File: src/rtl/ex_mem_stage.sv
// ex_mem_stage: EX/MEM pipeline register with stall hold, bubble insertion, flush
// and feedback of the multi-cycle EX accumulator/step count.
// Optional EX_MEM_BUBBLE_CNT_EN builds a saturating 32-bit bubble counter;
// without it bubble_cnt is constant 0.
module ex_mem_stage #(
  parameter int DATA_W  = 32,
  parameter int REG_AW  = 5,
  parameter int ALUOP_W = 8,
  parameter int CNT_W   = 2
) (
  input  logic                clk,
  input  logic                rst,
  input  logic                stall_ex,
  input  logic                stall_mem,
  input  logic                flush,
  input  logic [REG_AW-1:0]   ex_wd,
  input  logic                ex_wreg,
  input  logic [DATA_W-1:0]   ex_wdata,
  input  logic [DATA_W-1:0]   ex_hi,
  input  logic [DATA_W-1:0]   ex_lo,
  input  logic                ex_whilo,
  input  logic [ALUOP_W-1:0]  ex_aluop,
  input  logic [DATA_W-1:0]   ex_mem_addr,
  input  logic [DATA_W-1:0]   ex_reg2,
  input  logic [2*DATA_W-1:0] hilo_i,
  input  logic [CNT_W-1:0]    cnt_i,
  output logic [REG_AW-1:0]   mem_wd,
  output logic                mem_wreg,
  output logic [DATA_W-1:0]   mem_wdata,
  output logic [DATA_W-1:0]   mem_hi,
  output logic [DATA_W-1:0]   mem_lo,
  output logic                mem_whilo,
  output logic [ALUOP_W-1:0]  mem_aluop,
  output logic [DATA_W-1:0]   mem_mem_addr,
  output logic [DATA_W-1:0]   mem_reg2,
  output logic [2*DATA_W-1:0] hilo_o,
  output logic [CNT_W-1:0]    cnt_o,
  output logic [31:0]         bubble_cnt
);
  logic upd, adv, keep;
  assign upd  = flush | ~stall_mem;
  assign adv  = ~flush & ~stall_ex;
  assign keep = ~flush & stall_ex;
  // Pipeline register: flush/bubble load a NOP, advance copies EX, MEM stall holds
  always_ff @(posedge clk or posedge rst)
    if (rst) begin
      mem_wd       <= '0;
      mem_wreg     <= 1'b0;
      mem_wdata    <= '0;
      mem_hi       <= '0;
      mem_lo       <= '0;
      mem_whilo    <= 1'b0;
      mem_aluop    <= '0;
      mem_mem_addr <= '0;
      mem_reg2     <= '0;
      hilo_o       <= '0;
      cnt_o        <= '0;
    end else if (upd) begin
      mem_wd       <= adv ? ex_wd : '0;
      mem_wreg     <= adv & ex_wreg;
      mem_wdata    <= adv ? ex_wdata : '0;
      mem_hi       <= adv ? ex_hi : '0;
      mem_lo       <= adv ? ex_lo : '0;
      mem_whilo    <= adv & ex_whilo;
      mem_aluop    <= adv ? ex_aluop : '0;
      mem_mem_addr <= adv ? ex_mem_addr : '0;
      mem_reg2     <= adv ? ex_reg2 : '0;
      hilo_o       <= keep ? hilo_i : '0;
      cnt_o        <= keep ? cnt_i : '0;
    end
`ifdef EX_MEM_BUBBLE_CNT_EN
  // Count bubble edges, saturating; only reset clears it
  always_ff @(posedge clk or posedge rst)
    if (rst) bubble_cnt <= '0;
    else if (keep && !stall_mem && bubble_cnt != '1) bubble_cnt <= bubble_cnt + 32'd1;
`else
  assign bubble_cnt = '0;
`endif
endmodule

File: config.mk
export PLATFORM = sky130hd
export DESIGN_NAME = ex_mem_stage
export DESIGN_NICKNAME = d
export VERILOG_FILES = /design/src/rtl/ex_mem_stage.sv
export SDC_FILE = /design/constraint.sdc
export NUM_CORES = 1
export LEC_CHECK = 0
export ABC_CLOCK_PERIOD_IN_PS = 11150
export BUFFER_PORTS_ARGS = -buffer_cell sky130_fd_sc_hd__buf_2
export CAP_MARGIN = 20
export CORE_AREA = 2 2 203 205
export CTS_BUF_LIST = sky130_fd_sc_hd__clkbuf_8 sky130_fd_sc_hd__clkbuf_16
export CTS_CLUSTER_DIAMETER = 30
export DETAILED_ROUTE_END_ITERATION = 12
export DIE_AREA = 0 0 205 207
export GPL_TIMING_DRIVEN = 0
export PLACE_DENSITY = 0.52
export SKIP_CTS_REPAIR_TIMING = 1
export SLEW_MARGIN = 20
export SYNTH_ARGS = -nofsm -noshare
export SYNTH_HDL_FRONTEND = slang
export SYNTH_SLANG_ARGS = --single-unit
File: constraint.sdc
create_clock -name clk -period 11.15 [get_ports clk]
set_input_delay 1.6725 -clock clk [delete_from_list [all_inputs] [get_ports clk]]
set_output_delay 1.6725 -clock clk [all_outputs]
set_load 0.005 [all_outputs]
==> reports/metrics.yaml, run 1 <==
yosysWarnings: 0
die-area_sq_um: 42400
crit_path_max_fanout: 2
syn_inst: 854
final_util_pct: 39.1
final_common_cell: "buf_2"
grt_use_total_pct: 17.3
final_cell_mix: "buf_2, dfrtp_1, nand2_1, or3b_1, a21oi_1"
max_freq_ghz: 0.358
cp_top_family: "flip-flops"
cp-start-kind: "register"
totalWireLength_mm: 37.8
final_cell_area_sq_um: 15800
synth_top_family_by_area: "compound AO/OA/AOI/OAI gates"
drc_errors: 0
slew_headroom_pct: 53.2
die_x_microns: 205
num_rows: 74
worst_pin_slew_ns: 0.702
max_stage_delay_ns: 0.42
antenna_found_initial: 4
path_clk_slew_ns: 0.04
dpl-instance-area_sq_um: 13400
hold_class: "register to register"
synth-adder-area-share_pct: 0
critical_path_class: "register to output pin"
cts_tree: "built"
syn_to_final_growth_pct: 56.3
cp_data_required_time_ns: 9.48
arrival_ns: 1.12
synth_top_cell_area_share_pct: 59.6
ys_seq_area_share_pct: 59.6
status: "complete, no violations"
end_kind: "output pin"
leakage_nw: 8.14
finalCriticalPeriod_ns: 2.80
yosysTopAreaCell: "dfrtp_1"
cts-root-buf: "clkbuf_16"
timing.final.crit_share_pct: 25.1
ir_drop_mv: 0.0913
cts_max_level: 3
fin_skew_ns: 0
first_pass_iters: 4
gp_congestion: 0.804
fill_cells: 4096
numCtsBuffers: 70
drtAntennaViolNets: 0
synthMuxAreaShare_pct: 0
fin_nets: 1689
grt_remaining_overflow: 0
powerDensity_nw_per_um2: 200
synth-simple-area-share_pct: 15.2
insertion_delay_ns: 0.56
rsz0062_at_grt: "false"
synthesis.area_sq_um: 10100
start_util_pct: 25.1
crit_path_top_delay_cell: "dfrtp_1"
synth-compound-area-share_pct: 17.9
io_buffers: 484
core_area_sq_um: 40400
grt_pass1_vias: 9720
wl_per_cell_microns: 18.6
hold_viol_final: 0
die_h_microns: 207
vias: 9276
cts_buffer_depth: 3
drive_gt1_share_pct: 46.3
yosys.area_share.xor_xnor_pct: 0
synth_cell_types: 16
clock-sinks: 241
cp_cell_sequence: "buf_2"
postSynthAreaPerCell_sq_um: 11.8
setup_viol_count_final: 0
timing.hold.ws_ns: 0.481
dpl.hpwl_mm: 27.9
io_pins: 519
grt_start_max_net_pins: 88
cp_num_buf_inv: 1
viasPerCell: 4.56
slew_viol_final: 0
maxCapViolations: 0
grt_pass1_wl_mm: 56.4
initialDrtViolationCount: 407
synth_area_leaders: "dfrtp_1, a32o_1, or3b_1"
yosys_register_bits: 241
[layout make-up]
| cell class | count | area (sq um) | area share, % |
|---|---|---|---|
| multi-input combinational | 518 | 3460 | 21.9 |
| inverter | 2 | 15.0 | 0.0950 |
| clock buffer | 80 | 1890 | 12.0 |
| clock inverter | 48 | 523 | 3.31 |
| antenna | 4 | 10.0 | 0.0633 |
| timing repair buffer | 486 | 2480 | 15.7 |
| sequential | 241 | 6030 | 38.2 |
| tap | 532 | 666 | 4.21 |
| buffer | 124 | 732 | 4.63 |
[Yosys cell counts (all sizes together)]
| cell | n |
|---|---|
| a21oi | 121 |
| a32o | 120 |
| buf | 86 |
| clkbuf | 38 |
| conb | 1 |
| dfrtp | 241 |
| inv | 2 |
| nand2 | 121 |
| nor2 | 1 |
| nor2b | 2 |
| or3b | 121 |
[layer usage]
metal,up-vias,GRT usage (%),wire length [microns]
li1,4289,-,-
met1,4524,18.9,14400
met2,392,30.4,19100
met3,71,5.65,3250
met4,0,7.54,1080
met5,-,0,0
[kinds of logic (layout without fill, tap and decap cells)]
group	Yosys count	count (layout)
other	1	36
AO/OA/AOI/OAI	241	241
buffers and inverters	126	740
flip-flops	241	241
AND/OR/NAND/NOR	245	245
[sequential cells by signal, indices dropped and copies added, names as in the netlist]
signal        count
mem_reg2         32
mem_lo           32
cnt_o             2
hilo_o           64
mem_whilo         1
mem_mem_addr     32
mem_wdata        32
mem_hi           32
mem_wreg          1
mem_aluop         8
mem_wd            5
[per-stage QoR]
step / power [mW] / instances / TNS, ns / setup WS [ns]
floorplan: 1.05 / 885 / 0 / 2.86
finish: 3.16 / 2035 / 0 / 8.35
CTS: 3.20 / 2031 / 0 / 8.29
global route: 3.28 / 2034 / 0 / 8.29
global placement: 1.17 / 1901 / -121.89 / -0.531
detailed placement: 1.17 / 1903 / 0 / 7.86
[where the power goes]
part,total (mW),internal [mW],switching [mW]
Sequential,0.928,0.910,0.0172
Clock,2.00,1.40,0.601
Combinational,0.232,0.104,0.127
[path summary, 6_finish.rpt]
check | depth (start not counted) | slack, ns | startpoint | to
setup / recovery | 1 | 8.35 | hilo_o[55] | hilo_o[55]
hold / removal | 1 | 0.48 | mem_reg2[5] | mem_reg2[5]
setup reg to reg | 1 | 10.38 | hilo_o[55] | hilo_o[55]
hold reg to reg | 1 | 0.48 | mem_reg2[5] | mem_reg2[5]
max in group asynchronous | 3 | 9.07 | rst | mem_hi[25]
min in group asynchronous | 2 | 1.19 | rst | mem_mem_addr[25]
Power figures use the tool's default switching activity.
==> inputs of run 2 (changes only) <==
ABC_CLOCK_PERIOD_IN_PS = 2400   (was 11150)
CORE_AREA = 2 2 202 204   (was 2 2 203 205)
DIE_AREA = 0 0 204 206   (was 0 0 205 207)
PLACE_DENSITY = 0.55   (was 0.52)
clock period = 2.4 ns   (was 11.15 ns; I/O delays follow)
==> reports/metrics.yaml, run 2 (synthesis gave the netlist of run 1 again) <==
status: "complete, no violations"
vias: 9394
final_cell_mix: "buf_2, dfrtp_1, nand2_1, or3b_1, a21oi_1"
ir_drop_mv: 0.636
final_common_cell: "buf_2"
io_pins: 519
powerDensity_nw_per_um2: 844
grt_remaining_overflow: 0
tns_ns: 0
insertion_delay_ns: 0.58
wl_per_cell_microns: 18.0
busiest_layer: "met2"
fin_skew_ns: 0
cellInternalPower_mw: 10.5
grt_use_met2_pct: 28.5
dpl.hpwl_mm: 28.2
slew_headroom_pct: 52.0
power.share.sequential_pct: 31.5
timing.final.crit_share_pct: 62.7
cp_num_buf_inv: 1
dpl-instance-area_sq_um: 13500
p_switching_mw: 3.21
place_ws_ns: 0.430
core_area_sq_um: 40200
largest_reg_flops: 64
crit_path_top_delay_cell: "dfrtp_1"
first_pass_iters: 5
setup_viol_count_final: 0
crit_path_max_fanout: 2
setup_slack_ns: 0.895
die-area_sq_um: 42000
antenna_found_initial: 5
rsz0062_at_grt: "false"
power_frac_clock_pct: 59.8
drive_gt1_share_pct: 44.4
maxCapViolations: 0
clock-sinks: 241
slew_viol_final: 0
combPwrFrac_pct: 8.7
cp_top_family: "flip-flops"
path_clk_slew_ns: 0.04
finalCriticalPeriod_ns: 1.50
viasPerCell: 4.51
gr-usage-met1_pct: 19.0
grt_pass1_vias: 9297
critical_path_class: "register to output pin"
leakage_nw: 8.28
arrival_ns: 1.14
worst_pin_slew_ns: 0.720
gp_congestion: 0.818
drtAntennaViolNets: 0
top_register: "hilo_o"
final_cell_area_sq_um: 16200
initialDrtViolationCount: 408
max_freq_ghz: 0.665
switching_share_pct: 23.5
io_buffers: 484
cp_cell_sequence: "buf_2"
die_h_microns: 206
cts-root-buf: "clkbuf_16"
cts_max_level: 2
grt_pass1_wl_mm: 53.9
start_util_pct: 25.2
cts_buffer_depth: 3
numCtsBuffers: 61
num_rows: 74
grt_start_max_net_pins: 34
cp-start-kind: "register"
cts_tree: "built"
hold_viol_final: 0
cp_data_required_time_ns: 2.04
syn_to_final_growth_pct: 60.3
max_stage_delay_ns: 0.41
hold_class: "input pin to register"
end_kind: "output pin"
die_x_microns: 204
grt.met3_usage_pct: 6.50
grt_use_total_pct: 16.8
fin_nets: 1745
totalWireLength_mm: 37.5
drc_errors: 0
## run 2: cell count changes in the layout (fill, tap and decap cells not counted), sizes merged
cell,previous run,this run
buf,572,579
diode,4,3
clkinv,21,15
inv,14,10
clkinvlp,7,11
bufinv,8,7
dlygate4sd3,0,58
clkbuf,118,110
## run 2: stage by stage
step	std cells	hold WS (ns)	total power [mW]	util (%)
4_1_cts	2023	-0.251	13.8	38.9
5_1_grt	2083	0.000185	14.2	40.3
6_report	2084	0.0201	13.7	40.3
3_3_place_gp	1901	0.468	5.44	33.2
3_5_place_dp	1910	0.393	5.49	33.7
2_1_floorplan	885	0.489	4.89	-
## run 2: worst paths after layout
path                       slack (ns)          end         from  depth (start not counted)
max                              0.90   hilo_o[29]   hilo_o[29]                          1
min reg2reg                      0.48  mem_reg2[3]  mem_reg2[3]                          1
max in group asynchronous        1.12   hilo_o[34]          rst                          6
min in group asynchronous        0.33   mem_hi[14]          rst                          3
max reg2reg                      1.65   hilo_o[29]   hilo_o[29]                          1
min                              0.02    hilo_o[4]    hilo_i[4]                          2
## run 2: power by group through the flow
stage	clock (mW)	combinational, mW	sequential (mW)
final	8.18	1.19	4.31
after detailed placement	0	1.12	4.36
after global routing	8.61	1.31	4.32
after floorplan	0	0.508	4.38
after global placement	0	1.07	4.36
after CTS	8.35	1.13	4.31
## run 2: area by class of cell
cell class,instances,area [sq um]
inverter,2,11.3
tap,532,666
multi-input combinational,518,3460
fill,3962,24000
buffer,124,732
timing repair buffer,551,3210
clock inverter,41,420
antenna,3,7.51
clock buffer,72,1680
sequential,241,6030
## run 2: per-layer routing
| layer | part of all wire (%) | wire, microns |
|---|---|---|
| met1 | 39 | 14700 |
| met2 | 49 | 18400 |
| met3 | 8.7 | 3280 |
| met4 | 3.0 | 1120 |
| met5 | 0.035 | 13 |
==> inputs of run 3 (changes only) <==
ABC_CLOCK_PERIOD_IN_PS = 1540   (was 2400)
CORE_AREA = 2 2 203 205   (was 2 2 202 204)
DIE_AREA = 0 0 205 207   (was 0 0 204 206)
PLACE_DENSITY = 0.52   (was 0.55)
clock period = 1.54 ns   (was 2.4 ns; I/O delays follow)
==> reports/metrics.yaml, run 3 (synthesis gave the netlist of run 1 again) <==
grt_use_met2_pct: 29.3
setup_slack_ns: 0.207
core_area_sq_um: 40400
cp-start-kind: "register"
numCtsBuffers: 66
io_pins: 519
rr_worst_depth: 1
hold_viol_final: 0
top_register: "hilo_o"
p_total_mw: 22.1
largest_reg_flops: 64
min_from: "ex_hi[13]"
slew_viol_final: 0
fin_skew_ns: 0
fin_nets: 1812
timing.reg2reg.setup_slack_ns: 0.79
maxCapViolations: 0
cts_max_level: 3
layoutNonFillerInstCount: 2148
setup_viol_count_final: 0
cp_top_family: "flip-flops"
first_pass_iters: 6
leakage_nw: 8.62
timing.final.crit_share_pct: 86.6
insertion_delay_ns: 0.54
final_cell_mix: "buf_2, dfrtp_1, nand2_1, or3b_1, a21oi_1"
dp_cells: 1909
cts_buffer_depth: 3
finalCriticalPeriod_ns: 1.33
powerDensity_nw_per_um2: 1310
max_stage_delay_ns: 0.41
path_clk_slew_ns: 0.05
gp_congestion: 0.807
rsz0062_at_grt: "false"
busiest_layer: "met2"
initialDrtViolationCount: 504
r2r-end: "hilo_o[61]"
num_rows: 74
r2r-start: "hilo_o[61]"
arrival_ns: 1.10
cp_cell_sequence: "buf_2"
antenna_found_initial: 1
crit_path_top_delay_cell: "dfrtp_1"
ir_drop_mv: 0.713
cts-root-buf: "clkbuf_16"
die_x_microns: 205
min_to: "mem_hi[13]"
drtAntennaViolNets: 0
start_util_pct: 25.1
drc_errors: 0
crit_path_max_fanout: 2
syn_to_final_growth_pct: 67.5
grt_pass1_vias: 9364
viasPerCell: 4.54
grt_start_max_net_pins: 34
max_freq_ghz: 0.750
hold_class: "input pin to register"
cts_tree: "built"
critical_path_class: "register to output pin"
grt_pass1_wl_mm: 56.2
slew_headroom_pct: 42.9
vias: 9757
grt_use_total_pct: 17.3
clock-sinks: 241
cp_num_buf_inv: 1
worst_pin_slew_ns: 0.857
die-area_sq_um: 42400
tns_ns: 0
totalWireLength_mm: 38.9
wl_per_cell_microns: 18.1
die_h_microns: 207
dpl.hpwl_mm: 28.3
final_common_cell: "buf_2"
grt_remaining_overflow: 0
place_ws_ns: -0.332
cp_data_required_time_ns: 1.31
grt.met3_usage_pct: 5.82
io_buffers: 484
drive_gt1_share_pct: 42.7
end_kind: "output pin"
gr-usage-met1_pct: 19.4
hold_path_depth: 3
status: "complete, no violations"
-- run 3: cell count changes in the layout (fill, tap and decap cells not counted), sizes merged --
cell	change
dlygate4sd3	+62
clkbuf	+10
clkinvlp	-5
bufinv	-2
diode	-2
inv	+2
clkinv	-1
-- run 3: layout make-up --
cell class / instances / area (sq um)
multi-input cells: 518 / 3460
flip-flops and latches: 241 / 6030
diodes: 1 / 2.50
repair buffers: 613 / 3810
clock inverters: 35 / 317
clock buffers: 82 / 1910
plain buffers: 124 / 732
inverters: 2 / 11.3
well taps: 532 / 666
fillers: 3911 / 23400
-- run 3: worst max-delay path by stage --
stage                    to  slack [ns]        from  depth (start not counted)
6_report         hilo_o[61]        0.21  hilo_o[61]                          1
5_1_grt          hilo_o[61]        0.15  hilo_o[61]                          1
4_1_cts          hilo_o[61]        0.16  hilo_o[61]                          1
3_5_place_dp   mem_reg2[16]       -0.33   stall_mem                          5
3_3_place_gp     hilo_o[22]       -3.62         rst                          2
2_1_floorplan      cnt_o[0]       -1.85         rst                          1
-- run 3: power by group --
group	switching (mW)	total, mW	internal (mW)	leakage [nW]
combinational	0.993	1.98	0.989	4.20
clock	3.96	13.4	9.46	1.13
sequential	0.123	6.71	6.59	3.29
-- run 3: per-layer routing --
layer,part of all wire (%),up-vias,wire length [microns]
met1,38,4684,15000
li1,-,4544,-
met2,50,439,19300
met5,0,-,0
met4,3.6,0,1410
met3,8.3,90,3220
-- run 3: stage by stage --
stage | instance area [sq um] | utilization [%] | hold slack [ns]
floorplan | 10200 | - | 0.393
global placement | 13300 | 33.0 | 0.470
detailed placement | 13500 | 33.4 | 0.328
CTS | 15700 | 38.9 | -0.267
global route | 16900 | 42.0 | 0.00157
finish | 16900 | 42.0 | 0.0164
